<file path="config.mk">
export PLATFORM = sky130hd
export DESIGN_NAME = mdu_seq_ctrl
export DESIGN_NICKNAME = d
export VERILOG_FILES = /design/src/rtl/mdu_seq_ctrl.sv
export SDC_FILE = /design/constraint.sdc
export NUM_CORES = 1
export LEC_CHECK = 0
export CAP_MARGIN = 30
export CORE_MARGIN = 2
export CORE_UTILIZATION = 38
export DETAILED_ROUTE_END_ITERATION = 6
export PLACE_DENSITY = 0.74
export SETUP_SLACK_MARGIN = 0.4
export SLEW_MARGIN = 20
export SYNTH_ARGS = -nofsm -noshare
export SYNTH_HDL_FRONTEND = slang
export SYNTH_SLANG_ARGS = --single-unit
</file>
<file path="constraint.sdc">
create_clock -name clk -period 1.7 [get_ports clk]
set_clock_uncertainty 0.15 [all_clocks]
set_input_delay 0.255 -clock clk [delete_from_list [all_inputs] [get_ports clk]]
set_output_delay 0.255 -clock clk [all_outputs]
set_load 0.1 [all_outputs]
</file>
<file path="src/rtl/mdu_seq_ctrl.sv">
`default_nettype none
// ============================================================================
// Module      : mdu_seq_ctrl
// Description : Sequencing controller for an iterative multiply/divide unit.
//               Accepts an M-extension instruction from Execute, latches the
//               operation controls, drives the datapath load/step strobes,
//               stalls the front of the pipeline while the unit iterates and
//               hands the result to the E->M register when finished.
// Revision    : 1.0 - initial release
// ============================================================================
module mdu_seq_ctrl #(
  parameter int ITERS = 32
) (
  input  logic       clk,
  input  logic       rst,
  input  logic       md_validE,
  input  logic [2:0] md_funct3E,
  input  logic       opB_zeroE,
  input  logic       flushE,
  input  logic       mem_stallM,
  output logic       dp_load,
  output logic       dp_step,
  output logic       dp_is_div,
  output logic       dp_signed_a,
  output logic       dp_signed_b,
  output logic       dp_upper,
  output logic       dp_divzero,
  output logic [5:0] iter_cnt,
  output logic       stallF,
  output logic       stallD,
  output logic       stallE,
  output logic       flushM,
  output logic       md_doneE,
  output logic       busy
);

  // Step count at which the final iteration is performed.
  localparam logic [5:0] C_LAST_STEP = 6'(ITERS - 1);

  typedef enum logic [1:0] {
    S_IDLE = 2'd0,
    S_BUSY = 2'd1,
    S_DONE = 2'd2
  } state_t;

  state_t     r_state;
  state_t     w_state_nxt;
  logic [5:0] r_iter_cnt;
  logic [5:0] w_iter_cnt_nxt;

  logic r_is_div;
  logic r_signed_a;
  logic r_signed_b;
  logic r_upper;
  logic r_divzero;
  logic w_is_div_nxt;
  logic w_signed_a_nxt;
  logic w_signed_b_nxt;
  logic w_upper_nxt;
  logic w_divzero_nxt;

  logic w_dec_signed_a;
  logic w_dec_signed_b;
  logic w_dec_upper;
  logic w_accept;
  logic w_stall;

  // Decode the operand signedness and result half from funct3.
  always_comb begin
    w_dec_signed_a = 1'b0;
    w_dec_signed_b = 1'b0;
    w_dec_upper    = 1'b0;
    case (md_funct3E)
      3'b000: begin w_dec_signed_a = 1'b1; w_dec_signed_b = 1'b1; end
      3'b001: begin w_dec_signed_a = 1'b1; w_dec_signed_b = 1'b1; w_dec_upper = 1'b1; end
      3'b010: begin w_dec_signed_a = 1'b1; w_dec_upper = 1'b1; end
      3'b011: begin w_dec_upper = 1'b1; end
      3'b100: begin w_dec_signed_a = 1'b1; w_dec_signed_b = 1'b1; end
      3'b101: begin end
      3'b110: begin w_dec_signed_a = 1'b1; w_dec_signed_b = 1'b1; w_dec_upper = 1'b1; end
      default: begin w_dec_upper = 1'b1; end
    endcase
  end

  // An instruction is taken only outside reset so outputs stay low while rst is asserted.
  assign w_accept = rst && md_validE && !flushE;

  // Next-state, counter, latch and pipeline-control logic.
  always_comb begin
    w_state_nxt    = r_state;
    w_iter_cnt_nxt = r_iter_cnt;
    w_is_div_nxt   = r_is_div;
    w_signed_a_nxt = r_signed_a;
    w_signed_b_nxt = r_signed_b;
    w_upper_nxt    = r_upper;
    w_divzero_nxt  = r_divzero;
    dp_load        = 1'b0;
    dp_step        = 1'b0;
    w_stall        = 1'b0;
    flushM         = 1'b0;
    md_doneE       = 1'b0;

    case (r_state)
      S_IDLE: begin
        if (w_accept) begin
          dp_load        = 1'b1;
          w_stall        = 1'b1;
          flushM         = 1'b1;
          w_iter_cnt_nxt = 6'd0;
          w_is_div_nxt   = md_funct3E[2];
          w_signed_a_nxt = w_dec_signed_a;
          w_signed_b_nxt = w_dec_signed_b;
          w_upper_nxt    = w_dec_upper;
          // Division by zero has a fixed architectural result; skip iterating.
          if (md_funct3E[2] && opB_zeroE) begin
            w_divzero_nxt = 1'b1;
            w_state_nxt   = S_DONE;
          end else begin
            w_divzero_nxt = 1'b0;
            w_state_nxt   = S_BUSY;
          end
        end
      end

      S_BUSY: begin
        if (flushE) begin
          flushM      = 1'b1;
          w_state_nxt = S_IDLE;
        end else begin
          dp_step        = 1'b1;
          w_stall        = 1'b1;
          flushM         = 1'b1;
          w_iter_cnt_nxt = r_iter_cnt + 6'd1;
          if (r_iter_cnt == C_LAST_STEP) begin
            w_state_nxt = S_DONE;
          end
        end
      end

      S_DONE: begin
        if (flushE) begin
          // A flush kills the result even if the memory stage is holding.
          flushM      = 1'b1;
          w_state_nxt = S_IDLE;
        end else begin
          md_doneE = 1'b1;
          if (mem_stallM) begin
            w_stall = 1'b1;
          end else begin
            w_state_nxt = S_IDLE;
          end
        end
      end

      default: begin
        w_state_nxt = S_IDLE;
      end
    endcase

    // Returning to IDLE clears the count and controls so an idle unit presents all zeros.
    if ((r_state != S_IDLE) && (w_state_nxt == S_IDLE)) begin
      w_iter_cnt_nxt = 6'd0;
      w_is_div_nxt   = 1'b0;
      w_signed_a_nxt = 1'b0;
      w_signed_b_nxt = 1'b0;
      w_upper_nxt    = 1'b0;
      w_divzero_nxt  = 1'b0;
    end
  end

  // State, iteration count and operation-control registers.
  always_ff @(posedge clk or negedge rst) begin
    if (!rst) begin
      r_state    <= S_IDLE;
      r_iter_cnt <= 6'd0;
      r_is_div   <= 1'b0;
      r_signed_a <= 1'b0;
      r_signed_b <= 1'b0;
      r_upper    <= 1'b0;
      r_divzero  <= 1'b0;
    end else begin
      r_state    <= w_state_nxt;
      r_iter_cnt <= w_iter_cnt_nxt;
      r_is_div   <= w_is_div_nxt;
      r_signed_a <= w_signed_a_nxt;
      r_signed_b <= w_signed_b_nxt;
      r_upper    <= w_upper_nxt;
      r_divzero  <= w_divzero_nxt;
    end
  end

  assign stallF      = w_stall;
  assign stallD      = w_stall;
  assign stallE      = w_stall;
  assign iter_cnt    = r_iter_cnt;
  assign dp_is_div   = r_is_div;
  assign dp_signed_a = r_signed_a;
  assign dp_signed_b = r_signed_b;
  assign dp_upper    = r_upper;
  assign dp_divzero  = r_divzero;
  assign busy        = (r_state != S_IDLE);

endmodule
`default_nettype wire

</file>
==> results_dict.tcl, run 1 <==
set metrics [dict create \
    synth_area_leaders "dfrtp_1 (45%), inv_1 (3.7%), o21ai_0 (3.5%)" \
    synth_fp_nets 84 \
    dp_hpwl_um 1730 \
    netlist_area_sq_um 718 \
    port_buffers 27 \
    ys_ff_latch 13 \
    hold_buffers 1 \
    avgSynthCellArea_sq_um 9.71 \
    clock_sinks 13 \
    gp_congestion 0.810 \
    tool.error "[ERROR DPL-0033] detailed placement checks failed during check placement." \
    synth_top_area_cell "dfrtp_1" \
    placed_cell_area_sq_um 1430 \
    post_cts_resized 21 \
    synth.distinct_cells 37 \
    yosys.area.top_type_share_pct 45.3 \
    yosys_warnings 0 \
    outcome "aborted with a tool error" \
    cts_buffers 3 \
    die_h_um 47.5 \
    die_w_um 47.5 \
    ys_seq_area_share_pct 45.3 \
    rows 15 \
    cts_setup_buffers 19 \
    io_pins 28 \
    stop_stage "4_1_cts" \
    start_util_pct 41.1 \
    synth_cells 74 \
    ctsHtreeMaxLevel 1 \
    root_buffer "clkbuf_4" \
    clockBufferDepth 2 \
]
Yosys cell counts:
master and number:
o211ai_1 1, inv_1 7, or3_1 1, o21ai_1 1, dfrtp_1 13, o21ai_0 5
o2bb2ai_1 2, buf_4 2, o22ai_1 4, clkbuf_1 1, ha_1 1, or3b_1 1
buf_2 1, a31oi_1 1, xnor2_1 1, nor4bb_1 1, a21oi_1 4, nor3b_1 1
inv_2 1, nand2_1 5, mux2i_1 1, nand3b_1 1, nor3_1 2, a211oi_1 1
nand2b_1 1, mux2_2 1, or4_4 1, o21ba_2 1, and2_1 1, a211o_1 2
a41oi_1 1, o21a_1 1, nand3_1 2, a31o_2 1, a2111oi_0 1, or2_1 1
o211ai_2 1
through the flow:
stage / cells / utilization, % / worst slack, ps
floorplan: 74 / - / -823
global placement: 139 / 81.9 / -453
detailed placement: 139 / 81.9 / -488
logic make-up after synthesis:
logic type                 count (synthesis)  synth area share (%)
AOI/OAI and AO/OA                         27                  26.1
and+or+nand+nor                           18                  15.2
DFF                                       13                  45.3
buffers and inverters                     12                  7.49
xor gates and xnor gates                   1                  1.22
muxes                                      2                  2.96
adders and majority gates                  1                  1.74
==> run 2: changes to the inputs <==
Settings changed: CORE_AREA from default to 2 2 63 65, CORE_MARGIN 2 to default, CORE_UTILIZATION 38 to default, DIE_AREA from default to 0 0 65 67, PLACE_DENSITY 0.74 to default, PLACE_DENSITY_LB_ADDON from default to 0.15, SETUP_SLACK_MARGIN 0.4 to default.
Clock period 1.7 ns to 2.2 ns, I/O delays scaled along.
==> results_dict.tcl, run 2 <==
set metrics [dict create \
    die_w_um 65 \
    placed_cell_area_sq_um 1180 \
    instances_no_fill 161 \
    synth_ff_type "dfrtp_1" \
    fmax_ghz 0.477 \
    final_common_cell "buf_4" \
    drv_slew 0 \
    start_util_pct 19.9 \
    cts_tree "yes" \
    critical_path_class "flop to output pin" \
    fin_util_pct 34.3 \
    worstReg2RegStart "r_state[1]$_DFF_PN0_" \
    peakVddDrop_mv 0.226 \
    grt_start_max_net_pins 15 \
    yosys_warnings 0 \
    clock_sinks 13 \
    startpoint_type "flop" \
    synth_edf_count 0 \
    largest_reg_flops 6 \
    finalNetCount 124 \
    drt_iter0_markers 35 \
    grt_usage_pct 10.2 \
    netlist_area_sq_um 718 \
    io_pins 28 \
    synth_top_area_cell "dfrtp_1" \
    worstMarginPinSlew_ps 351 \
    drt-total-wl_um 1980 \
    crit_path_start "r_state[1]$_DFF_PN0_" \
    final_cell_mix "buf_4 (23), dfrtp_1 (11), buf_12 (8)" \
    avgRoutedWirePerCell_um 12.3 \
    final_cell_area_sq_um 1240 \
    yosys-top-cells-count "dfrtp_1 (13), inv_1 (7), nand2_1 (5), o21ai_0 (5)" \
    avgSynthCellArea_sq_um 9.71 \
    ctsHtreeMaxLevel 1 \
    rsz0062_at_grt "false" \
    port_buffers 27 \
    met1_usage_pct 11.8 \
    outcome "finished, final reports clean" \
    fin_setup_tns_ps 0 \
    worstSkewPairLatency_ps 240 \
    synth_area_leaders "dfrtp_1 (45%), inv_1 (3.7%), o21ai_0 (3.5%)" \
    hp-class "input port to asynchronous set/reset pin" \
    drive_above_1_share_pct 40.7 \
    cap_violations 0 \
    r2r-end "iter_cnt[5]$_DFFE_PN0P_" \
    synth.distinct_cells 37 \
    core-area_sq_um 3610 \
    async_flop_share_pct 100 \
    grt_antenna_before_repair 0 \
    setup_viol 0 \
    period_needed_ps 2100 \
    die_h_um 67 \
    use_met2_pct 17.0 \
    cts_buffers 3 \
    path_clk_slew_ps 60 \
    synth_fp_nets 84 \
    final_hold_viol_count 0 \
    yosys.area.top_type_share_pct 45.3 \
    fin_crit_sh_pct 95.3 \
    clockBufferDepth 2 \
    ys_seq_area_share_pct 45.3 \
    area_growth_pct 72.3 \
    ys_ff_latch 13 \
    rows 22 \
    gp_congestion 0.727 \
    final_antenna_net_count 0 \
    reg2reg_slack_ps 350 \
    grt-ovfl-total 0 \
    slew_headroom_pct 76.0 \
    placed_cells 156 \
    use_met3_pct 2.87 \
    drc 0 \
    root_buffer "clkbuf_8" \
    antenna-diode-count 0 \
    firstDrtPassIters 4 \
    p_per_area_nw_per_um2 816 \
    synth_cells 74 \
    cp.required_ps 1720 \
    crit_arrival_ps 1620 \
    crit_path_end_kind "output pin" \
    grt_pass1_wl_um 3370 \
    yosysMostFrequentCell "dfrtp_1" \
    via_count 694 \
    rr_worst_depth 4 \
    busiest_layer "met2" \
    path_max_fanout 8 \
    dp_hpwl_um 1550 \
    viasPerCell 4.31 \
    p_leak_nw 0.550 \
    dieArea_sq_um 4360 \
    grt_pass1_vias 708 \
]
-- run 2: worst max-delay path: stages (launching register included) --
cell and delay [ps]:
dfrtp_2 450, nor4bb_2 320, nand2_1 160, clkinvlp_4 100
or3_4 160, buf_12 180
-- run 2: cell type report --
| type | instances | area [sq um] |
|---|---|---|
| Tap cell | 48 | 60.1 |
| Timing Repair Buffer | 39 | 409 |
| Clock buffer | 4 | 45.0 |
| Sequential cell | 13 | 328 |
| Fill cell | 361 | 2370 |
| Inverter | 8 | 33.8 |
| Multi-Input combinational cell | 49 | 362 |
-- run 2: layer usage --
layer / up-vias / wire (um) / part of all wire (%)
met3: 2 / 96 / 4.8
met2: 19 / 1020 / 51
li1: 353 / - / -
met1: 320 / 832 / 42
met5: - / 0 / 0
met4: 0 / 34 / 1.7
-- run 2: power by group --
group | internal, mW | leakage [nW] | switching (mW)
clock network | 0.128 | 0.0228 | 0.0852
logic | 0.132 | 0.356 | 0.365
registers | 0.270 | 0.171 | 0.0293
-- run 2: worst max-delay path by stage --
| stage | slack (ps) | endpoint |
|---|---|---|
| after floorplan | -400 | stallE |
| after global placement | -80 | stallD |
| after detailed placement | -120 | stallF |
| after CTS | 20 | stallF |
| after global routing | 2 | stallF |
| final | 100 | stallF |
-- run 2: repair_timing --
action,in CTS,in global routing
buffers inserted,1,0
resized for setup,4,2
pin swaps,2,2
hold buffers,0,0
setup endpoints to repair,4,3
-- run 2: per-stage QoR --
| stage | hold WS (ps) | total power, mW | worst slack (ps) |
|---|---|---|---|
| after floorplan | -116 | 0.668 | -398 |
| after global placement | 371 | 0.804 | -81.3 |
| after detailed placement | 384 | 0.805 | -117 |
| after CTS | 44.7 | 1.02 | 22.5 |
| after global routing | 49.7 | 1.06 | 2.14 |
| final | 36.8 | 1.01 | 104 |
-- run 2: cells by family (layout without fill, tap and decap cells) --
group	count (synthesis)	count (layout)	share of synthesized area (%)
compound gates	27	27	26.1
xor+xnor	1	1	1.22
buf+inv	12	51	7.49
fa+ha+maj	1	1	1.74
simple gates	18	18	15.2
flops	13	13	45.3
mux	2	2	2.96
Power figures use the tool's default switching activity.
==> run 3: changes to the inputs <==
Settings changed: PLACE_DENSITY_LB_ADDON 0.15 to default.
==> results_dict.tcl, run 3 (synthesized netlist as in run 2, its figures left out) <==
set metrics [dict create \
    grt_pass1_vias 703 \
    power_switching_mw 0.471 \
    avgRoutedWirePerCell_um 11.5 \
    instances_no_fill 160 \
    peakVddDrop_mv 0.327 \
    final_antenna_net_count 0 \
    firstDrtPassIters 4 \
    start_util_pct 19.9 \
    final_cell_area_sq_um 1240 \
    placed_cells 155 \
    hp-class "input port to asynchronous set/reset pin" \
    hold_buffers 0 \
    pwr-share-seq_pct 30.0 \
    path_clk_slew_ps 50 \
    rr_worst_depth 4 \
    p_per_area_nw_per_um2 808 \
    dp_slack_ps -146 \
    via_count 696 \
    grt_pass1_wl_um 3100 \
    period_needed_ps 2140 \
    crit_arrival_ps 1660 \
    fin_util_pct 34.4 \
    cts_buffers 3 \
    critical_path_class "flop to output pin" \
    slew_headroom_pct 71.4 \
    r2r-end "iter_cnt[5]$_DFFE_PN0P_" \
    rows 22 \
    die_h_um 67 \
    crit_path_start "r_state[1]$_DFF_PN0_" \
    fmax_ghz 0.468 \
    reg2reg_slack_ps 360 \
    final.setup.worst_slack_ps 61.9 \
    largest_reg_flops 6 \
    fin_setup_tns_ps 0 \
    setup_viol 0 \
    p_leak_nw 0.548 \
    final_hold_viol_count 0 \
    dieArea_sq_um 4360 \
    drt_iter0_markers 28 \
    core-area_sq_um 3610 \
    drv_slew 0 \
    cts_tree "yes" \
    clkPwrFrac_pct 20.3 \
    cap_violations 0 \
    final_common_cell "buf_4" \
    viasPerCell 4.35 \
    grt-ovfl-total 0 \
    grt_antenna_before_repair 0 \
    path_max_fanout 7 \
    drt-total-wl_um 1840 \
    root_buffer "clkbuf_8" \
    outcome "finished, final reports clean" \
    fin_hold_ws_ps 43.7 \
    fin_crit_sh_pct 97.2 \
    final_cell_mix "buf_4 (22), dfrtp_1 (11), buf_12 (8)" \
    port_buffers 27 \
    grt_usage_pct 9.26 \
    dp_hpwl_um 1470 \
    ctsHtreeMaxLevel 1 \
    total_power_mw 1.00 \
    worstReg2RegStart "r_state[1]$_DFF_PN0_" \
    crit_path_end_kind "output pin" \
    worstSkewPairLatency_ps 240 \
    io_pins 28 \
    cp.required_ps 1720 \
    switching_share_pct 47.1 \
    comb_power_share_pct 49.7 \
    worstMarginPinSlew_ps 418 \
    cp-endpoint "stallE" \
    grt_start_max_net_pins 15 \
    p_int_mw 0.530 \
    gp_congestion 0.781 \
    rsz0062_at_grt "false" \
    startpoint_type "flop" \
    drc 0 \
    placed_cell_area_sq_um 1170 \
    drive_above_1_share_pct 40.2 \
    finalNetCount 123 \
    die_w_um 65 \
    clockBufferDepth 2 \
    clock_sinks 13 \
    area_growth_pct 72.5 \
    antenna-diode-count 0 \
]
-- run 3: cell types whose count changed in the layout (fill, tap and decap cells not counted), sizes merged --
cell  previous run  this run
buf             31        30
-- run 3: worst min path at each step --
stage | start | end | slack (ps) | cells past startpoint
after global routing | rst | iter_cnt[3]$_DFFE_PN0P_ | 70 | 2
after floorplan | rst | dp_divzero$_DFFE_PN0P_ | -120 | 0
after detailed placement | dp_upper$_DFFE_PN0P_ | dp_upper$_DFFE_PN0P_ | 380 | 2
after global placement | dp_upper$_DFFE_PN0P_ | dp_upper$_DFFE_PN0P_ | 370 | 2
after CTS | rst | r_state[0]$_DFF_PN0_ | 60 | 2
final | rst | iter_cnt[5]$_DFFE_PN0P_ | 40 | 2
-- run 3: layout make-up --
type,count,area [sq um]
well taps,48,60.1
repair buffers,38,402
inverters,8,33.8
fillers,373,2370
flip-flops and latches,13,328
clock buffers,4,45.0
multi-input cells,49,370
-- run 3: metal layers --
layer	global-route usage [%]	up-vias	wire length [um]
met5	0	-	0
met4	3.99	0	29
met3	2.70	5	99
met2	16.0	15	931
met1	10.6	327	777
li1	-	349	-
-- run 3: power groups by stage --
| stage | Sequential [mW] | Combinational, mW | Clock [mW] |
|---|---|---|---|
| 6_report | 0.300 | 0.498 | 0.203 |
| 5_1_grt | 0.304 | 0.517 | 0.221 |
| 3_5_place_dp | 0.303 | 0.499 | 0 |
| 2_1_floorplan | 0.509 | 0.158 | 0 |
| 3_3_place_gp | 0.302 | 0.498 | 0 |
| 4_1_cts | 0.300 | 0.499 | 0.211 |
-- run 3: critical path: stages, from the launching register on --
cell and delay (ps):
dfrtp_2 450, nor3b_4 170, and2_1 180, or3_4 440, buf_12 190
-- run 3: repair_timing --
item | 4_1_cts | 5_1_grt
setup buffers | 0 | 1
cloned | 0 | 0
gates resized for setup | 4 | 3
endpoints found under the setup margin | 4 | 4
pin swaps | 2 | 0
